==> src/rtl/time_capture_writer.sv <==
// time_capture_writer: triggered capture of decimated signed 8-bit audio samples
// into the time-domain display memory (port A). One screen-width record is
// written per video frame.
// Ports:
//   ck100MHz, rstLow                    clock, async active-low reset
//   sampleValid, sampleIn               sample strobe and signed sample
//   trigLevel, trigAuto                 signed trigger threshold, auto-trigger enable
//   decim                               keep every (decim+1)-th valid sample (latched in ARM)
//   frameSync                           vertical-blank pulse used to re-arm after a record
//   enaTime, weaTime, addraTime, dinaTime  display-memory write port A
//   captureBusy, captureDone            busy while armed/capturing, pulse on final write
module time_capture_writer #(
  parameter int unsigned CAPTURE_LEN  = 640,
  parameter int unsigned AUTO_TIMEOUT = 4096
) (
  input  logic       ck100MHz,
  input  logic       rstLow,
  input  logic       sampleValid,
  input  logic [7:0] sampleIn,
  input  logic [7:0] trigLevel,
  input  logic       trigAuto,
  input  logic [3:0] decim,
  input  logic       frameSync,
  output logic       enaTime,
  output logic       weaTime,
  output logic [9:0] addraTime,
  output logic [7:0] dinaTime,
  output logic       captureBusy,
  output logic       captureDone
);

  localparam int unsigned AW = 10;
  localparam int unsigned DW = 8;
  localparam int unsigned CW = 4;
  localparam int unsigned TW = $clog2(AUTO_TIMEOUT + 2);
  localparam logic [AW-1:0] LAST_ADDR = AW'(CAPTURE_LEN - 1);
  localparam logic [TW-1:0] TO_LIMIT  = TW'(AUTO_TIMEOUT);

  typedef enum logic [1:0] {
    S_ARM  = 2'd0,
    S_WAIT = 2'd1,
    S_CAPT = 2'd2,
    S_HOLD = 2'd3
  } state_e;

  state_e        state_q, state_d;
  logic [CW-1:0] decim_q, decim_d;
  logic [CW-1:0] dcnt_q, dcnt_d;
  logic [DW-1:0] prev_q, prev_d;
  logic          prev_vld_q, prev_vld_d;
  logic [TW-1:0] to_q, to_d;
  logic [AW-1:0] widx_q, widx_d;
  logic          hold_arm_q, hold_arm_d;
  logic          ena_q, ena_d;
  logic [AW-1:0] addr_q, addr_d;
  logic [DW-1:0] din_q, din_d;
  logic          busy_q, busy_d;
  logic          done_q, done_d;

  logic          accept_c;
  logic          cross_c;
  logic          auto_c;
  logic [DW-1:0] conv_c;
  logic          wr_c;
  logic [AW-1:0] wr_idx_c;

  // Sample qualification, rising-edge trigger detection and display conversion
  assign accept_c = sampleValid && (dcnt_q == decim_q);
  assign cross_c  = prev_vld_q && ($signed(prev_q) < $signed(trigLevel))
                    && ($signed(sampleIn) >= $signed(trigLevel));
  assign auto_c   = trigAuto && (to_q >= TO_LIMIT);
  // {~s[7], s[6:0]} >> 1 : offset-binary, halved to 0..127
  assign conv_c   = {1'b0, ~sampleIn[7], sampleIn[6:1]};

  // State and datapath registers
  always_ff @(posedge ck100MHz or negedge rstLow) begin
    if (!rstLow) begin
      state_q    <= S_ARM;
      decim_q    <= '0;
      dcnt_q     <= '0;
      prev_q     <= '0;
      prev_vld_q <= 1'b0;
      to_q       <= '0;
      widx_q     <= '0;
      hold_arm_q <= 1'b0;
      ena_q      <= 1'b0;
      addr_q     <= '0;
      din_q      <= '0;
      busy_q     <= 1'b0;
      done_q     <= 1'b0;
    end else begin
      state_q    <= state_d;
      decim_q    <= decim_d;
      dcnt_q     <= dcnt_d;
      prev_q     <= prev_d;
      prev_vld_q <= prev_vld_d;
      to_q       <= to_d;
      widx_q     <= widx_d;
      hold_arm_q <= hold_arm_d;
      ena_q      <= ena_d;
      addr_q     <= addr_d;
      din_q      <= din_d;
      busy_q     <= busy_d;
      done_q     <= done_d;
    end
  end

  // Next-state and registered-output logic
  always_comb begin
    state_d    = state_q;
    decim_d    = decim_q;
    dcnt_d     = dcnt_q;
    prev_d     = prev_q;
    prev_vld_d = prev_vld_q;
    to_d       = to_q;
    widx_d     = widx_q;
    hold_arm_d = 1'b0;
    ena_d      = 1'b0;
    addr_d     = addr_q;
    din_d      = din_q;
    done_d     = 1'b0;
    wr_c       = 1'b0;
    wr_idx_c   = widx_q;

    // Decimation counter only runs while armed or capturing
    if ((state_q == S_WAIT || state_q == S_CAPT) && sampleValid) begin
      dcnt_d = accept_c ? '0 : dcnt_q + CW'(1);
    end

    case (state_q)
      S_ARM: begin
        decim_d    = decim;
        dcnt_d     = '0;
        prev_vld_d = 1'b0;
        to_d       = '0;
        widx_d     = '0;
        state_d    = S_WAIT;
      end
      S_WAIT: begin
        if (accept_c) begin
          prev_d     = sampleIn;
          prev_vld_d = 1'b1;
          to_d       = auto_c ? to_q : to_q + TW'(1);
          if (auto_c || cross_c) begin
            wr_c     = 1'b1;
            wr_idx_c = '0;
          end
        end
      end
      S_CAPT: begin
        if (accept_c) begin
          wr_c     = 1'b1;
          wr_idx_c = widx_q;
        end
      end
      S_HOLD: begin
        // Ignore a frameSync coinciding with the final write
        hold_arm_d = 1'b1;
        if (hold_arm_q && frameSync) begin
          state_d = S_ARM;
        end
      end
      default: state_d = S_ARM;
    endcase

    // One write per accepted sample; the last address closes the record
    if (wr_c) begin
      ena_d  = 1'b1;
      addr_d = wr_idx_c;
      din_d  = conv_c;
      widx_d = wr_idx_c + AW'(1);
      if (wr_idx_c == LAST_ADDR) begin
        done_d  = 1'b1;
        state_d = S_HOLD;
      end else begin
        state_d = S_CAPT;
      end
    end

    busy_d = (state_d == S_WAIT) || (state_d == S_CAPT);
  end

  assign enaTime     = ena_q;
  assign weaTime     = ena_q;
  assign addraTime   = addr_q;
  assign dinaTime    = din_q;
  assign captureBusy = busy_q;
  assign captureDone = done_q;

endmodule
==> config.mk <==
export PLATFORM = sky130hd
export DESIGN_NAME = time_capture_writer
export DESIGN_NICKNAME = d
export VERILOG_FILES = /design/src/rtl/time_capture_writer.sv
export SDC_FILE = /design/constraint.sdc
export NUM_CORES = 1
export LEC_CHECK = 0
export ABC_AREA = 1
export CAP_MARGIN = 20
export CORE_UTILIZATION = 50
export DETAILED_ROUTE_END_ITERATION = 8
export GPL_TIMING_DRIVEN = 0
export HOLD_SLACK_MARGIN = 0.05
export PLACE_DENSITY = 0.81
export SETUP_SLACK_MARGIN = 0.1
export SLEW_MARGIN = 10
export SYNTH_ARGS = -nofsm -noshare
export SYNTH_HDL_FRONTEND = slang
export SYNTH_SLANG_ARGS = --single-unit
==> constraint.sdc <==
create_clock -name ck100MHz -period 3.2 [get_ports ck100MHz]
set_clock_uncertainty 0.15 [all_clocks]
set_input_delay 0.32 -clock ck100MHz [delete_from_list [all_inputs] [get_ports ck100MHz]]
set_output_delay 0.32 -clock ck100MHz [all_outputs]
set_load 0.01 [all_outputs]
After elaboration in Yosys (flattened, before gate mapping)
Cells that the tools add are included.
{ "word_totals": {"regBits": 63, "in_bits": 25, "out_inout_bits": 22} }
{ "op_classes": {"n_addsub": 3, "magnitude_cmp": 3, "n_eq_ne": 9, "n_mux": 25, "n_bitwise": 1, "n_reduce_logical": 16} }
{ "op_table": {"columns": ["cell", "n"], "rows": [
  ["2-to-1 mux 10 bit", 5],
  ["2-to-1 mux 13 bit", 2],
  ["one-hot mux 13 bit (2 select lines)", 1],
  ["adder 13 x 1 -> 13 bit, second input constant", 1],
  ["greater-or-equal comparator 13 bit, second input constant", 1],
  ["2-to-1 mux 4 bit", 3],
  ["adder 10 x 1 -> 10 bit, second input constant", 1],
  ["== test 10 bit, second input constant", 1],
  ["2-to-1 mux 1 bit", 9],
  ["greater-or-equal comparator 8 bit", 1],
  ["less-than comparator 8 bit", 1],
  ["== test 2 bit, second input constant", 3],
  ["logical AND 1 bit", 6],
  ["nonzero test 2 bit", 3],
  ["adder 4 x 1 -> 4 bit, second input constant", 1],
  ["== test 2 x 1 -> 1 bit, second input constant", 2],
  ["== test 4 bit", 1],
  ["2-to-1 mux 2 bit", 2],
  ["inequality test 2 bit, second input constant", 2],
  ["one-hot mux 1 bit (2 select lines)", 2],
  ["one-hot mux 2 bit (2 select lines)", 1],
  ["AND reduction 2 bit", 2],
  ["logical OR 1 bit", 3],
  ["AND reduction 3 bit", 1],
  ["other kinds (2)", 2]
]} }

Longest topological paths before layout
{ "depth": {"word_depth": 12, "mapped_depth": 24} }

Worst setup path after synthesis
No wires, ideal clock.
{ "synth_timing": {"path_kind": "input to register", "from": "input trigLevel[7]", "to": "register busy_q (netlist: captureBusy)", "arrival_ps": 2342, "t_required_ps": 2934, "slack_ps": 591, "path_stages": 19, "path_cell_list": "inv_1 ha_1 a21o_1 nor2_1 nand2_1 nand2_1 nand2_1 nor2_1 o21bai_1 nand2_2 buf_6 nand2_1 inv_1 ha_1 nand4_1 nor3_4 nand2_2 nand3_1 nand2_1"} }
{ "synth_via": {"elab_chain_len": 12, "word_cells_on_any_way": 17} }
{ "synth_rtl": {"columns": ["element", "line_no", "source"], "rows": [
  ["from (decl)", "20", "input logic [7:0] trigLevel,"],
  ["less-than comparator 8 bit", "69", "assign cross_c = prev_vld_q && ($signed(prev_q) < $signed(trigLevel))"],
  ["logical AND 1 bit", "69", null],
  ["logical AND 1 bit (*)", "70", "&& ($signed(sampleIn) >= $signed(trigLevel));"],
  ["logical OR 1 bit (*)", "144", "if (auto_c || cross_c) begin"],
  ["2-to-1 mux 10 bit (*)", "144", null],
  ["2-to-1 mux 10 bit (*)", "140", "if (accept_c) begin"],
  ["2-to-1 mux 10 bit (*)", null, null],
  ["net wr_idx_c[1]", "65", "logic [AW-1:0] wr_idx_c;"],
  ["== test 10 bit (*)", "172", "if (wr_idx_c == LAST_ADDR) begin"],
  ["2-to-1 mux 1 bit (*)", "172", null],
  ["2-to-1 mux 2 bit (*)", "167", "if (wr_c) begin"],
  ["== test 2 x 1 -> 1 bit / == test 2 bit (equally long branches)", "180", "busy_d = (state_d == S_WAIT) || (state_d == S_CAPT);"],
  ["logical OR 1 bit (*)", "180", null],
  ["net busy_d", "57", "logic busy_q, busy_d;"],
  ["to (signal assigned)", "103", "busy_q <= busy_d;"],
  ["to (decl)", "57", null]
]} }
Mark *: on every way through the listed nets, which the timed path passes. The rest lies on a longest branch.
A chain may end at the register's enable or synchronous reset.

Worst setup path after layout
{ "layout_timing": {"from": "input sampleIn[4]", "to": "register busy_q (netlist: captureBusy)"} }
{ "layout_via": {"elab_chain_len": 11, "word_cells_on_any_way": 15} }
{ "layout_rtl": {"columns": ["element", "line_no", "source"], "rows": [
  ["from (decl)", "19", "input logic [7:0] sampleIn,"],
  ["greater-or-equal comparator 8 bit (*)", "70", null],
  ["logical AND 1 bit (*)", "70", null],
  ["logical OR 1 bit (*)", "144", null],
  ["2-to-1 mux 10 bit (*)", "144", null],
  ["2-to-1 mux 10 bit (*)", "140", null],
  ["2-to-1 mux 10 bit (*)", null, null],
  ["net wr_idx_c[0]", "65", null],
  ["== test 10 bit (*)", "172", null],
  ["2-to-1 mux 1 bit (*)", "172", null],
  ["2-to-1 mux 2 bit (*)", "167", null],
  ["net state_d[0]", "46", "state_e state_q, state_d;"],
  ["== test 2 x 1 -> 1 bit / == test 2 bit (equally long branches)", "180", null],
  ["logical OR 1 bit (*)", "180", null],
  ["net busy_d", "57", null]
]} }
Marked as above.

==> flow_metrics.tcl <==
set metrics [dict create \
    status "finished, final reports clean" \
    nets 542 \
    cts_sinks 63 \
    crit_family "simple AND/OR/NAND/NOR gates" \
    die_area_um2 7240 \
    synth_seq_cells 63 \
    timing.final.hold_violations 0 \
    path_class "input port to register" \
    fmax_mhz 336 \
    pin_count 47 \
    whs_ps 158 \
    crit_fanout 6 \
    num_rows 29 \
    synthDistinctLibCells 38 \
    p_per_area_nw_per_um2 559 \
    gp_congestion 0.855 \
    synthTopCellsByArea "dfrtp_1, nand2_1, ha_1" \
    slew_headroom 0.478 \
    required_ps 3320 \
    cts.path.max_buffers 2 \
    critical_path_arrival_ps 3100 \
    yosysWarnings 0 \
    clk_pin_slew_ps 70 \
    postSynthCellCount 431 \
    crit_path_end_kind "register" \
    instances_no_fill 577 \
    synth_top_area_frac 0.457 \
    grt_pass1_wl_mm 12.2 \
    grt_overflow_total 0 \
    worstHoldPathType "input port to register" \
    wl_per_cell_um 12.9 \
    grt_setup_unrepaired "no" \
    cp_slowest_cell "clkdlybuf4s50_1" \
    syn-num-nets 478 \
    finalWorstSetupSlack_ps 225 \
    drive_gt1_frac 0.142 \
    dp_slack_ps -278 \
    area_growth_pct 26.9 \
    p_leak_uw 0.00224 \
    grt_pass1_vias 2762 \
    antenna_found_initial 0 \
    vias 2987 \
    core_um2 6490 \
    ant_nets 0 \
    dp_cells 553 \
    grt_max_degree 64 \
    max_stage_delay_ps 470 \
    tns_ps 0 \
    dr.pass1.iters 4 \
    die_h_um 85.1 \
    power_uw 2450 \
    drt_iter0_markers 216 \
    route.detailed.drc 0 \
    worst_pin_slew_ps 784 \
    cp_common_cell "nand2_1" \
    n_antenna_cell 0 \
    io_buffers 45 \
    min_period_over_period 0.930 \
    post-dp-hpwl_mm 5.20 \
    via_per_inst 5.18 \
    cts_made_buffers 9 \
    yosysSeqAreaShare 0.457 \
    synth.largest_area_cell "dfrtp_1" \
    crit_path_start_kind "input port" \
    cts_tree "built" \
    start_util 0.532 \
    setup_viol 0 \
    wl_mm 7.42 \
    h-tree-depth 3 \
    grt_usage 0.216 \
    cp_num_buf_inv 2 \
    chipWidth_um 85.1 \
    cts_root_buf "clkbuf_8" \
    syn_area_per_cell_um2 8.01 \
    path_cells "clkdlybuf4s50_1 > ha_1 > nand2_1 > nor2_2 > nand2_1 > nand2_1 > nand2_1 > nand2_1 > nor2_1 > o21bai_1 > nand2_2 > inv_4 > nor2_4 > ha_4 > nand4_1 > nor3_4 > nand2_2 > nand2_2 > nand2_1 > nand2_1" \
    syn_area_um2 3450 \
    ir_drop_uv 463 \
    maxSlewViolCount 0 \
    final.min_clock_period_ps 2970 \
    drv_cap 0 \
    clk_latency_ps 340 \
]
power by group:
group          switching, uW  total, uW  internal [uW]
combinational            456        758            303
clock                    296        673            377
sequential              85.2       1020            932
layer usage:
| metal | routed length [um] | GRT usage | vias to the layer above |
|---|---|---|---|
| li1 | - | - | 1507 |
| met1 | 3460 | 0.288 | 1415 |
| met2 | 3510 | 0.345 | 54 |
| met3 | 332 | 0.0525 | 11 |
| met4 | 122 | 0.0755 | 0 |
| met5 | 0 | 0 | - |
Yosys cell counts, drive strengths merged:
master,instances
nand2,146
dfrtp,63
inv,56
nor2,34
o21ai,29
nand3,26
ha,22
a21oi,14
buf,7
nand4,5
nor3,4
o22ai,4
nor4,3
xor2,3
clkbuf,2
nor3b,2
o31ai,2
xnor2,2
a21o,1
a22o,1
clkinv,1
conb,1
o21a,1
o21bai,1
or2,1
per-stage QoR:
step	utilization	area [um2]
floorplan	-	3450
global placement	0.616	4000
detailed placement	0.615	4000
CTS	0.647	4210
global route	0.675	4380
finish	0.675	4380
repair_timing:
action / 4_1_cts / 5_1_grt
endpoints found under the hold margin: 63 / 0
gates resized for setup: 0 / 35
setup endpoints to repair: 1 / 6
gates cloned: 0 / 0
setup buffers: 1 / 6
pin swaps: 0 / 14
hold buffers: 1 / 0
cell families (layout without fill, tap and decap cells):
| family | count (synthesis) | in the layout | share of synthesized area |
|---|---|---|---|
| xor+xnor | 5 | 5 | 0.0127 |
| fa+ha+maj | 22 | 22 | 0.0797 |
| flops | 63 | 63 | 0.457 |
| simple gates | 221 | 221 | 0.282 |
| compound gates | 53 | 53 | 0.0873 |
| other cells | 1 | 1 | 0.00109 |
| buf+inv | 66 | 135 | 0.0812 |
area by class of cell:
cell class                 instances  area (um2)
buffer                             9        65.1
clock buffer                      12         145
clock inverter                     4        45.0
fill                             508        2110
inverter                          57         218
multi-input combinational        302        1690
sequential                        63        1580
tap                               77        96.3
timing repair buffer              53         543
layout by cell type, fill, tap and decap left out, drive strengths merged, types with 5 or more instances in the layout:
master and instances:
nand2 146, dfrtp 63, inv 56, nor2 34, clkdlybuf4s50 31, o21ai 29, nand3 26, ha 22
buf 15, a21oi 14, clkbuf 14, dlymetal6s2s 13, nand4 5
state kept, by name, indices dropped and copies added (netlist names):
name,cells
enaTime,1
dcnt_q,4
decim_q,4
addraTime,10
dinaTime,7
to_q,13
hold_arm_q,1
prev_q,8
captureBusy,1
captureDone,1
widx_q,10
prev_vld_q,1
state_q,2
final timing paths:
path | from | end | slack (ps) | cells past startpoint
worst min register to register | dinaTime[2]$_DFFE_PN0P_ | dinaTime[2]$_DFFE_PN0P_ | 330 | 2
worst max register to register | prev_q[7]$_DFFE_PN0P_ | captureBusy$_DFF_PN0_ | 340 | 18
worst min-delay path | sampleIn[2] | dinaTime[1]$_DFFE_PN0P_ | 160 | 3
worst max-delay path | sampleIn[4] | captureBusy$_DFF_PN0_ | 230 | 20
min in group asynchronous | rstLow | prev_q[0]$_DFFE_PN0P_ | 450 | 2
max in group asynchronous | rstLow | prev_q[6]$_DFFE_PN0P_ | 1930 | 2
worst min-delay path, stage by stage:
cell	delay [ps]
dlymetal6s2s_1	170
nand2_1	70
nand2_1	50
Power figures use the tool's default switching activity.
